`src/rtl/stack_engine.sv`:
```
// Stack unit: owns SP and occupancy, sequences multi-word PUSH/POP/CALL/RET/INT/RTI
// transfers on the data-memory port, and flags refused operations as overflow/underflow.
module stack_engine #(
  parameter int DATA_W      = 16,
  parameter int ADDR_W      = 11,
  parameter int PC_W        = 32,
  parameter int FLAGS_W     = 4,
  parameter int STACK_TOP   = (1 << ADDR_W) - 1,
  parameter int STACK_FLOOR = 0
) (
  input  logic                clk,
  input  logic                rst,
  input  logic                req_valid,
  input  logic [2:0]          req_op,
  output logic                req_ready,
  input  logic [DATA_W-1:0]   push_data,
  input  logic [PC_W-1:0]     pc_in,
  input  logic [FLAGS_W-1:0]  flags_in,
  output logic [ADDR_W-1:0]   mem_addr,
  output logic                mem_wr,
  output logic [DATA_W-1:0]   mem_wdata,
  output logic                mem_rd,
  input  logic [DATA_W-1:0]   mem_rdata,
  output logic                pop_valid,
  output logic [DATA_W-1:0]   pop_data,
  output logic                pc_load,
  output logic [PC_W-1:0]     pc_out,
  output logic                flags_load,
  output logic [FLAGS_W-1:0]  flags_out,
  output logic [ADDR_W-1:0]   sp,
  output logic [ADDR_W:0]     depth,
  output logic                overflow,
  output logic                underflow
);

  localparam int PCW     = PC_W / DATA_W;
  localparam int NW      = PCW + 1;
  localparam int CW      = $clog2(NW + 1);
  localparam int DEPTH_W = ADDR_W + 1;
  localparam int CAP     = STACK_TOP - STACK_FLOOR + 1;

  localparam logic [2:0] OP_PUSH = 3'd0;
  localparam logic [2:0] OP_POP  = 3'd1;
  localparam logic [2:0] OP_CALL = 3'd2;
  localparam logic [2:0] OP_RET  = 3'd3;
  localparam logic [2:0] OP_INT  = 3'd4;
  localparam logic [2:0] OP_RTI  = 3'd5;

  localparam logic [CW-1:0] CNT_ONE = CW'(1);

  typedef enum logic [2:0] {
    S_IDLE,
    S_WRITE,
    S_READ,
    S_CAPTURE,
    S_DONE,
    S_ERR
  } state_t;

  state_t                        state_q, state_d;
  logic [2:0]                    op_q, op_d;
  logic [CW-1:0]                 n_q, n_d;
  logic [CW-1:0]                 cnt_q, cnt_d;
  logic [NW-1:0][DATA_W-1:0]     wbuf_q, wbuf_d;
  logic [NW-1:0][DATA_W-1:0]     rbuf_q, rbuf_d;
  logic [ADDR_W-1:0]             sp_q, sp_d;
  logic [DEPTH_W-1:0]            depth_q, depth_d;
  logic                          req_ready_q, req_ready_d;
  logic [ADDR_W-1:0]             mem_addr_q, mem_addr_d;
  logic                          mem_wr_q, mem_wr_d;
  logic [DATA_W-1:0]             mem_wdata_q, mem_wdata_d;
  logic                          mem_rd_q, mem_rd_d;
  logic                          pop_valid_q, pop_valid_d;
  logic [DATA_W-1:0]             pop_data_q, pop_data_d;
  logic                          pc_load_q, pc_load_d;
  logic [PC_W-1:0]               pc_out_q, pc_out_d;
  logic                          flags_load_q, flags_load_d;
  logic [FLAGS_W-1:0]            flags_out_q, flags_out_d;
  logic                          overflow_q, overflow_d;
  logic                          underflow_q, underflow_d;

  logic [DEPTH_W-1:0]            req_n;
  logic                          req_is_push;
  logic                          req_is_pop;
  logic                          push_fits;
  logic                          last_word;

  // Word count and capacity check for the request currently presented.
  always_comb begin
    req_n       = '0;
    req_is_push = 1'b0;
    req_is_pop  = 1'b0;
    case (req_op)
      OP_PUSH: begin req_n = DEPTH_W'(1);       req_is_push = 1'b1; end
      OP_POP:  begin req_n = DEPTH_W'(1);       req_is_pop  = 1'b1; end
      OP_CALL: begin req_n = DEPTH_W'(PCW);     req_is_push = 1'b1; end
      OP_RET:  begin req_n = DEPTH_W'(PCW);     req_is_pop  = 1'b1; end
      OP_INT:  begin req_n = DEPTH_W'(PCW + 1); req_is_push = 1'b1; end
      OP_RTI:  begin req_n = DEPTH_W'(PCW + 1); req_is_pop  = 1'b1; end
      default: req_n = '0;
    endcase
    push_fits = ({1'b0, depth_q} + {1'b0, req_n}) <= (DEPTH_W + 1)'(CAP);
    last_word = (cnt_q == (n_q - CNT_ONE));
  end

  always_comb begin
    state_d      = state_q;
    op_d         = op_q;
    n_d          = n_q;
    cnt_d        = cnt_q;
    wbuf_d       = wbuf_q;
    rbuf_d       = rbuf_q;
    sp_d         = sp_q;
    depth_d      = depth_q;
    pop_valid_d  = 1'b0;
    pc_load_d    = 1'b0;
    flags_load_d = 1'b0;
    pop_data_d   = pop_data_q;
    pc_out_d     = pc_out_q;
    flags_out_d  = flags_out_q;
    overflow_d   = overflow_q;
    underflow_d  = underflow_q;

    case (state_q)
      S_IDLE: begin
        if (req_valid) begin
          op_d  = req_op;
          n_d   = CW'(req_n);
          cnt_d = '0;
          if (req_is_push) begin
            if (push_fits) begin
              state_d = S_WRITE;
              wbuf_d  = '0;
              // Write order is the reverse of the read order: high PC word lands deepest.
              if (req_op == OP_PUSH) begin
                wbuf_d[0] = push_data;
              end else if (req_op == OP_CALL) begin
                for (int k = 0; k < PCW; k++) begin
                  wbuf_d[k] = pc_in[(PCW - 1 - k) * DATA_W +: DATA_W];
                end
              end else begin
                wbuf_d[0] = DATA_W'(flags_in);
                for (int k = 0; k < PCW; k++) begin
                  wbuf_d[k + 1] = pc_in[(PCW - 1 - k) * DATA_W +: DATA_W];
                end
              end
            end else begin
              state_d    = S_ERR;
              overflow_d = 1'b1;
            end
          end else if (req_is_pop) begin
            if (depth_q >= req_n) begin
              state_d = S_READ;
            end else begin
              state_d     = S_ERR;
              underflow_d = 1'b1;
            end
          end else begin
            state_d = S_DONE;
          end
        end
      end

      S_WRITE: begin
        sp_d    = sp_q - ADDR_W'(1);
        depth_d = depth_q + DEPTH_W'(1);
        if (last_word) begin
          state_d = S_IDLE;
        end else begin
          cnt_d = cnt_q + CNT_ONE;
        end
      end

      S_READ: begin
        sp_d    = sp_q + ADDR_W'(1);
        depth_d = depth_q - DEPTH_W'(1);
        state_d = S_CAPTURE;
      end

      S_CAPTURE: begin
        rbuf_d[cnt_q] = mem_rdata;
        if (last_word) begin
          state_d = S_DONE;
          if (op_q == OP_POP) begin
            pop_valid_d = 1'b1;
            pop_data_d  = mem_rdata;
          end else begin
            pc_load_d = 1'b1;
            for (int j = 0; j < PCW; j++) begin
              pc_out_d[j * DATA_W +: DATA_W] = rbuf_d[j];
            end
            if (op_q == OP_RTI) begin
              flags_load_d = 1'b1;
              flags_out_d  = rbuf_d[PCW][FLAGS_W-1:0];
            end
          end
        end else begin
          cnt_d   = cnt_q + CNT_ONE;
          state_d = S_READ;
        end
      end

      S_DONE:  state_d = S_IDLE;
      S_ERR:   state_d = S_IDLE;
      default: state_d = S_IDLE;
    endcase

    // Memory strobes are registered, so they are decoded from the next state and next SP.
    req_ready_d = (state_d == S_IDLE);
    mem_wr_d    = (state_d == S_WRITE);
    mem_rd_d    = (state_d == S_READ);
    mem_wdata_d = mem_wr_d ? wbuf_d[cnt_d] : '0;
    if (mem_wr_d) begin
      mem_addr_d = sp_d;
    end else if (mem_rd_d) begin
      mem_addr_d = sp_d + ADDR_W'(1);
    end else begin
      mem_addr_d = '0;
    end
  end

  always_ff @(posedge clk or posedge rst) begin
    if (rst) begin
      state_q      <= S_IDLE;
      op_q         <= '0;
      n_q          <= '0;
      cnt_q        <= '0;
      wbuf_q       <= '0;
      rbuf_q       <= '0;
      sp_q         <= ADDR_W'(STACK_TOP);
      depth_q      <= '0;
      req_ready_q  <= 1'b1;
      mem_addr_q   <= '0;
      mem_wr_q     <= 1'b0;
      mem_wdata_q  <= '0;
      mem_rd_q     <= 1'b0;
      pop_valid_q  <= 1'b0;
      pop_data_q   <= '0;
      pc_load_q    <= 1'b0;
      pc_out_q     <= '0;
      flags_load_q <= 1'b0;
      flags_out_q  <= '0;
      overflow_q   <= 1'b0;
      underflow_q  <= 1'b0;
    end else begin
      state_q      <= state_d;
      op_q         <= op_d;
      n_q          <= n_d;
      cnt_q        <= cnt_d;
      wbuf_q       <= wbuf_d;
      rbuf_q       <= rbuf_d;
      sp_q         <= sp_d;
      depth_q      <= depth_d;
      req_ready_q  <= req_ready_d;
      mem_addr_q   <= mem_addr_d;
      mem_wr_q     <= mem_wr_d;
      mem_wdata_q  <= mem_wdata_d;
      mem_rd_q     <= mem_rd_d;
      pop_valid_q  <= pop_valid_d;
      pop_data_q   <= pop_data_d;
      pc_load_q    <= pc_load_d;
      pc_out_q     <= pc_out_d;
      flags_load_q <= flags_load_d;
      flags_out_q  <= flags_out_d;
      overflow_q   <= overflow_d;
      underflow_q  <= underflow_d;
    end
  end

  assign req_ready  = req_ready_q;
  assign mem_addr   = mem_addr_q;
  assign mem_wr     = mem_wr_q;
  assign mem_wdata  = mem_wdata_q;
  assign mem_rd     = mem_rd_q;
  assign pop_valid  = pop_valid_q;
  assign pop_data   = pop_data_q;
  assign pc_load    = pc_load_q;
  assign pc_out     = pc_out_q;
  assign flags_load = flags_load_q;
  assign flags_out  = flags_out_q;
  assign sp         = sp_q;
  assign depth      = depth_q;
  assign overflow   = overflow_q;
  assign underflow  = underflow_q;

endmodule

```
`config.mk`:
```
export PLATFORM = sky130hd
export DESIGN_NAME = stack_engine
export DESIGN_NICKNAME = d
export VERILOG_FILES = /design/src/rtl/stack_engine.sv
export SDC_FILE = /design/constraint.sdc
export NUM_CORES = 1
export LEC_CHECK = 0
export BUFFER_PORTS_ARGS = -buffer_cell sky130_fd_sc_hd__buf_2
export CAP_MARGIN = 5
export CORE_UTILIZATION = 25
export CTS_CLUSTER_DIAMETER = 40
export DETAILED_ROUTE_END_ITERATION = 10
export PLACE_DENSITY_LB_ADDON = 0.1
export SLEW_MARGIN = 25
export SYNTH_ARGS = -nofsm -noshare
export SYNTH_HDL_FRONTEND = slang
export SYNTH_SLANG_ARGS = --single-unit
```
`constraint.sdc`:
```
create_clock -name clk -period 9.95 [get_ports clk]
set_input_delay 0.995 -clock clk [delete_from_list [all_inputs] [get_ports clk]]
set_output_delay 0.995 -clock clk [all_outputs]
set_load 0.02 [all_outputs]
```
# --- Word level (Yosys, flattened, before mapping) ---
# Cells that the tools add are included.
classes:
  n_addsub: 8
  n_lt_le_gt_ge: 5
  eq_ne: 13
  muxes: 42
  n_bitwise: 4
  n_reduce_logical: 17
op_table:
  columns: ["op", "n"]
  rows:
  - ["$mux 48", 4]
  - ["$mux 16", 5]
  - ["$mux 32", 2]
  - ["$bwmux 48", 1]
  - ["$bmux 16 s2", 1]
  - ["$demux 16 s2", 1]
  - ["$pmux 12 s2", 1]
  - ["$add 11x1->11 const B", 2]
  - ["$mux 11", 2]
  - ["$pmux 11 s2", 1]
  - ["$mux 3", 7]
  - ["$eq 3x2->1 const B", 5]
  - ["$add 12x12->13", 1]
  - ["$le 13x12->1 const B", 1]
  - ["$add 12x1->12 const B", 1]
  - ["$eq 3x1->1 const B", 4]
  - ["$ge 12x12->1", 1]
  - ["$mux 1", 12]
  - ["$pmux 3 s4", 1]
  - ["$sub 12x1->12 const B", 1]
  - ["$sub 11x1->11 const B", 1]
  - ["$eq 3x3->1 const B", 3]
  - ["$logic_not 3->1", 3]
  - ["$reduce_and 4->1", 2]
  - ["other kinds (16)", 26]
totals:
  reg_bits: 216
  out_inout_bits: 110

# --- Logic depth before layout (Yosys ltp) ---
logic_depth:
  word_depth: 12
  depth_mapped: 15
  depth_no_buf: 12

# --- Worst setup path before layout ---
# OpenSTA, ideal clock, no wires.
synth_timing:
  path_type: "input port to flip-flop"
  startpoint: "input req_op[1]"
  endpoint: "register wbuf_q[10] (netlist bit)"
  setup_time_ns: 0.125
  arrival_ns: 4.256
  t_required_ns: 9.825
  setup_slack_ns: 5.569
  path_stages: 14
  cell_sequence: "clkbuf_1 -> clkbuf_1 -> xnor2_1 -> inv_1 -> fa_1 -> and4_1 -> nand4_1 -> a21oi_1 -> a211o_1 -> o21a_1 -> clkbuf_1 -> nor2_2 -> buf_2 -> mux2_2"
synth_rtl:
  columns: ["item", "line", "text"]
  rows:
  - ["start, declared", "14", "input logic [2:0] req_op,"]
  - ["end signal, assigned", "250", "wbuf_q <= wbuf_d;"]
  - ["end, declared", "64", "logic [NW-1:0][DATA_W-1:0] wbuf_q, wbuf_d;"]

==> qor.json <==
{
  "i_o_pin_count": {"value": 184},
  "detailroute.via_count": {"value": 8532},
  "postSynthNetCount": {"value": 1156},
  "grt_first_pass_wirelength": {"value": 51000, "unit": "um"},
  "post-route-min-period": {"value": 4.52, "unit": "ns"},
  "finalSetupTns": {"value": 0, "unit": "ns"},
  "post_route_cells_drive_above_1_share": {"value": 0.285},
  "syn_to_final_growth": {"value": 30.4, "unit": "%"},
  "max_freq": {"value": 221, "unit": "MHz"},
  "cts-root-buf": {"value": "sky130_fd_sc_hd__clkbuf_16"},
  "fillerInstances": {"value": 4280},
  "antennaDiodeCount": {"value": 0},
  "count_of_final_hold_check_violations": {"value": 0},
  "postSynthAreaPerCell": {"value": 10.0, "unit": "sq um"},
  "coreArea": {"value": 41200, "unit": "sq um"},
  "drt_drc_violations_left": {"value": 0},
  "htree_num_levels": {"value": 2},
  "max_cap_viol_count": {"value": 0},
  "power_per_cell_area": {"value": 395, "unit": "nW/um^2"},
  "clock-skew-final": {"value": 0.0367, "unit": "ns"},
  "path_max_fanout": {"value": 37},
  "iteration_0_drc_count_of_the_detailed_router": {"value": 428},
  "status": {"value": "complete, no violations"},
  "tritoncts_num_sinks": {"value": 204},
  "final-max-slew-violation-count": {"value": 0},
  "critical-path-max-stage-delay": {"value": 0.56, "unit": "ns"},
  "worst-endpoint-required": {"value": 10.41, "unit": "ns"},
  "syn-cell-area": {"value": 10500, "unit": "sq um"},
  "tightestPinTransition": {"value": 0.913, "unit": "ns"},
  "clk_pin_slew_worst_paths": {"value": 0.05, "unit": "ns"},
  "number_of_gates_resized_after_cts": {"value": 0},
  "synthCells": {"value": 1052},
  "antenna_found_initial": {"value": 0},
  "setup.worst_path.start_class": {"value": "input port"},
  "die_width": {"value": 207, "unit": "um"},
  "path_class": {"value": "in -> reg"},
  "hold_class": {"value": "reg -> reg"},
  "headroom_to_the_max_slew_limit": {"value": 0.392},
  "crit_path_end_kind": {"value": "register"},
  "postCtsSetupBuffers": {"value": 0},
  "die_area": {"value": 43000, "unit": "sq um"},
  "critPathSlowestCell": {"value": "sky130_fd_sc_hd__nor2_2"},
  "route.final.wire_length": {"value": 32400, "unit": "um"},
  "gp_routability_congestion": {"value": 0.746},
  "synthesis.yosys.warnings": {"value": 0},
  "synth.lib_cells_used.distinct": {"value": 65},
  "drtAntennaViolNets": {"value": 0},
  "cts_tree": {"value": "yes"},
  "async_flop_share": {"value": 1.00},
  "hold_buffers": {"value": 0},
  "r2r_setup_slack": {"value": 5.89, "unit": "ns"},
  "maximum_number_of_pins_on_one_net_before_global_route_repair": {"value": 84},
  "nets_finish": {"value": 1342},
  "list_of_cells_traversed_by_the_critical_path": {"value": "buf_2, buf_4, xnor2_1, inv_1, fa_1, and4_1, a211oi_1, a211o_1, nand4_1, o21a_1, buf_4, nor2_2, buf_4, mux2_2"},
  "synth-main-ff-cell": {"value": "sky130_fd_sc_hd__dfrtp_1"},
  "vdd_ir_drop_max": {"value": 0.000128, "unit": "V"},
  "number_of_flops_mapped_to_enable_cells_by_yosys": {"value": 0},
  "dp.final_hpwl": {"value": 21700, "unit": "um"},
  "placement_rows": {"value": 74},
  "grt.overflow.total": {"value": 0},
  "global_route.usage.total": {"value": 0.151},
  "cts_buffers": {"value": 49},
  "grt_setup_unrepaired": {"value": "no"},
  "max-clock-path-buffers": {"value": 3},
  "timing.critical_path.mode_cell": {"value": "sky130_fd_sc_hd__buf_4"},
  "power.total": {"value": 5.43, "unit": "mW"},
  "via_count_of_the_first_global_routing_pass": {"value": 8605},
  "number_of_synthesized_register_bits": {"value": 204},
  "finalCritPeriodShare": {"value": 0.454},
  "die_y": {"value": 207, "unit": "um"},
  "vias_per_cell": {"value": 4.72},
  "critical_path_arrival": {"value": 4.97, "unit": "ns"},
  "worst_skew_pair.late_latency": {"value": 0.58, "unit": "ns"},
  "drt-pass1-iter-count": {"value": 5},
  "average_detailed_routed_wire_length_per_instance": {"value": 17.9, "unit": "um"},
  "static-leakage-power": {"value": 6.23, "unit": "nW"},
  "setup_viol": {"value": 0},
  "io_buffer_count": {"value": 183},
  "start_util": {"value": 0.256},
  "ys_seq_area_frac": {"value": 0.486}
}
## path summary, 6_finish.rpt
path	depth (start not counted)	to	startpoint
worst min-delay path	2	pop_data[12]$_DFFE_PP0P_	pop_data[12]$_DFFE_PP0P_
min in group asynchronous	2	wbuf_q[45]$_DFF_PP0_	rst
worst max register to register	11	mem_addr[10]$_DFF_PP0_	state_q[2]$_DFF_PP0_
max in group asynchronous	3	depth[11]$_DFFE_PP0N_	rst
worst max-delay path	14	wbuf_q[4]$_DFF_PP0_	req_op[1]
worst min register to register	2	pop_data[12]$_DFFE_PP0P_	pop_data[12]$_DFFE_PP0P_
## cells in the final DEF (no fill, tap or decap), types with 9 or more instances in the layout
cell type                   count
sky130_fd_sc_hd__nand4_1       23
sky130_fd_sc_hd__mux2_2        50
sky130_fd_sc_hd__nand2_1      129
sky130_fd_sc_hd__xor2_1        10
sky130_fd_sc_hd__buf_4         18
sky130_fd_sc_hd__ha_1          27
sky130_fd_sc_hd__nor2_1        75
sky130_fd_sc_hd__nand3_1       25
sky130_fd_sc_hd__a21oi_1       72
sky130_fd_sc_hd__o211ai_1      35
sky130_fd_sc_hd__nor4_1        11
sky130_fd_sc_hd__inv_1         23
sky130_fd_sc_hd__dfstp_2       12
sky130_fd_sc_hd__nor3_1        10
sky130_fd_sc_hd__mux2i_1       72
sky130_fd_sc_hd__o21ai_0       49
sky130_fd_sc_hd__clkbuf_16     49
sky130_fd_sc_hd__clkbuf_8      10
sky130_fd_sc_hd__nand2b_1      12
sky130_fd_sc_hd__buf_2        183
sky130_fd_sc_hd__o21a_1        27
sky130_fd_sc_hd__clkbuf_1       9
sky130_fd_sc_hd__xnor2_1       12
sky130_fd_sc_hd__clkinv_2      10
sky130_fd_sc_hd__dfrtp_1      192
## layout make-up
class,count,area (sq um),area share
Multi-Input combinational cell,755,5080,0.370
Clock inverter,22,312,0.0227
Tap cell,532,666,0.0485
Clock buffer,68,1400,0.102
Inverter,27,109,0.00792
Sequential cell,204,5120,0.373
Timing Repair Buffer,201,1050,0.0765
## registers in the layout (all words and copies together) (netlist names)
signal and cells:
mem_wr 1, depth 12, op_q 3, mem_rd 1, pc_out 32, overflow 1
pc_load 1, pop_data 16, mem_addr 11, req_ready 1, sp 11, n_q 2
flags_out 4, wbuf_q 48, pop_valid 1, underflow 1, rbuf_q 36, state_q 3
cnt_q 2, flags_load 1, mem_wdata 16
## cells in the mapped netlist, types with 7 or more instances
library cell	count	area, sq um
sky130_fd_sc_hd__a21o_1	7	52.6
sky130_fd_sc_hd__a21oi_1	72	360
sky130_fd_sc_hd__a22o_1	8	70.1
sky130_fd_sc_hd__buf_2	8	40.0
sky130_fd_sc_hd__clkbuf_1	52	195
sky130_fd_sc_hd__dfrtp_1	192	4800
sky130_fd_sc_hd__dfstp_2	12	315
sky130_fd_sc_hd__ha_1	27	338
sky130_fd_sc_hd__inv_1	24	90.1
sky130_fd_sc_hd__mux2_2	50	563
sky130_fd_sc_hd__mux2i_1	72	721
sky130_fd_sc_hd__nand2_1	129	484
sky130_fd_sc_hd__nand2b_1	13	81.3
sky130_fd_sc_hd__nand3_1	25	125
sky130_fd_sc_hd__nand4_1	23	144
sky130_fd_sc_hd__nor2_1	77	289
sky130_fd_sc_hd__nor2b_1	9	56.3
sky130_fd_sc_hd__nor3_1	10	50.1
sky130_fd_sc_hd__nor4_1	11	68.8
sky130_fd_sc_hd__o211ai_1	35	263
sky130_fd_sc_hd__o21a_1	27	203
sky130_fd_sc_hd__o21ai_0	49	245
sky130_fd_sc_hd__xnor2_1	12	105
sky130_fd_sc_hd__xor2_1	10	87.6
## cells by family (layout without fill, tap and decap cells)
family                     after synthesis  count (layout)  synth area share
AOI/OAI and AO/OA                      242             242             0.149
and+or+nand+nor                        339             339             0.153
DFF                                    204             204             0.486
adders and majority gates               30              30            0.0378
muxes                                  122             122             0.122
buffers and inverters                   93             318            0.0341
xor gates and xnor gates                22              22            0.0183
## metrics by stage
| stage | instance area [sq um] | hold WS, ns | setup slack [ns] | cells | util |
|---|---|---|---|---|---|
| detailed placement | 12000 | 0.457 | 4.82 | 1719 | 0.292 |
| floorplan | 10500 | 0.449 | 3.41 | 1052 | - |
| finish | 13700 | 0.461 | 5.43 | 1809 | 0.333 |
| global placement | 12000 | 0.452 | 4.84 | 1719 | 0.292 |
| global route | 13700 | 0.484 | 5.13 | 1809 | 0.333 |
| CTS | 13700 | 0.468 | 5.43 | 1809 | 0.333 |
## worst max-delay path: cells and delay by family
kind	cells	cell delay (ns)
xor gates and xnor gates	1	0.24
AOI/OAI and AO/OA	3	0.57
muxes	1	0.38
adders and majority gates	1	0.50
buffers and inverters	5	1.31
and+or+nand+nor	3	0.94
## layer usage
metal	global-route usage	vias to the layer above	part of all wire	routed length [um]
li1	-	4157	-	-
met3	0.0342	53	0.041	1330
met2	0.230	189	0.45	14600
met4	0.0502	0	0.023	736
met5	0	-	0	0
met1	0.212	4133	0.48	15700
## where the power goes
part | switching, mW | total (mW) | internal, mW
logic | 1.41 | 2.30 | 0.894
registers | 0.255 | 1.49 | 1.23
clock network | 0.509 | 1.64 | 1.13
total | 2.17 | 5.43 | 3.26
Note: power is estimated with default switching activity, not from simulation.
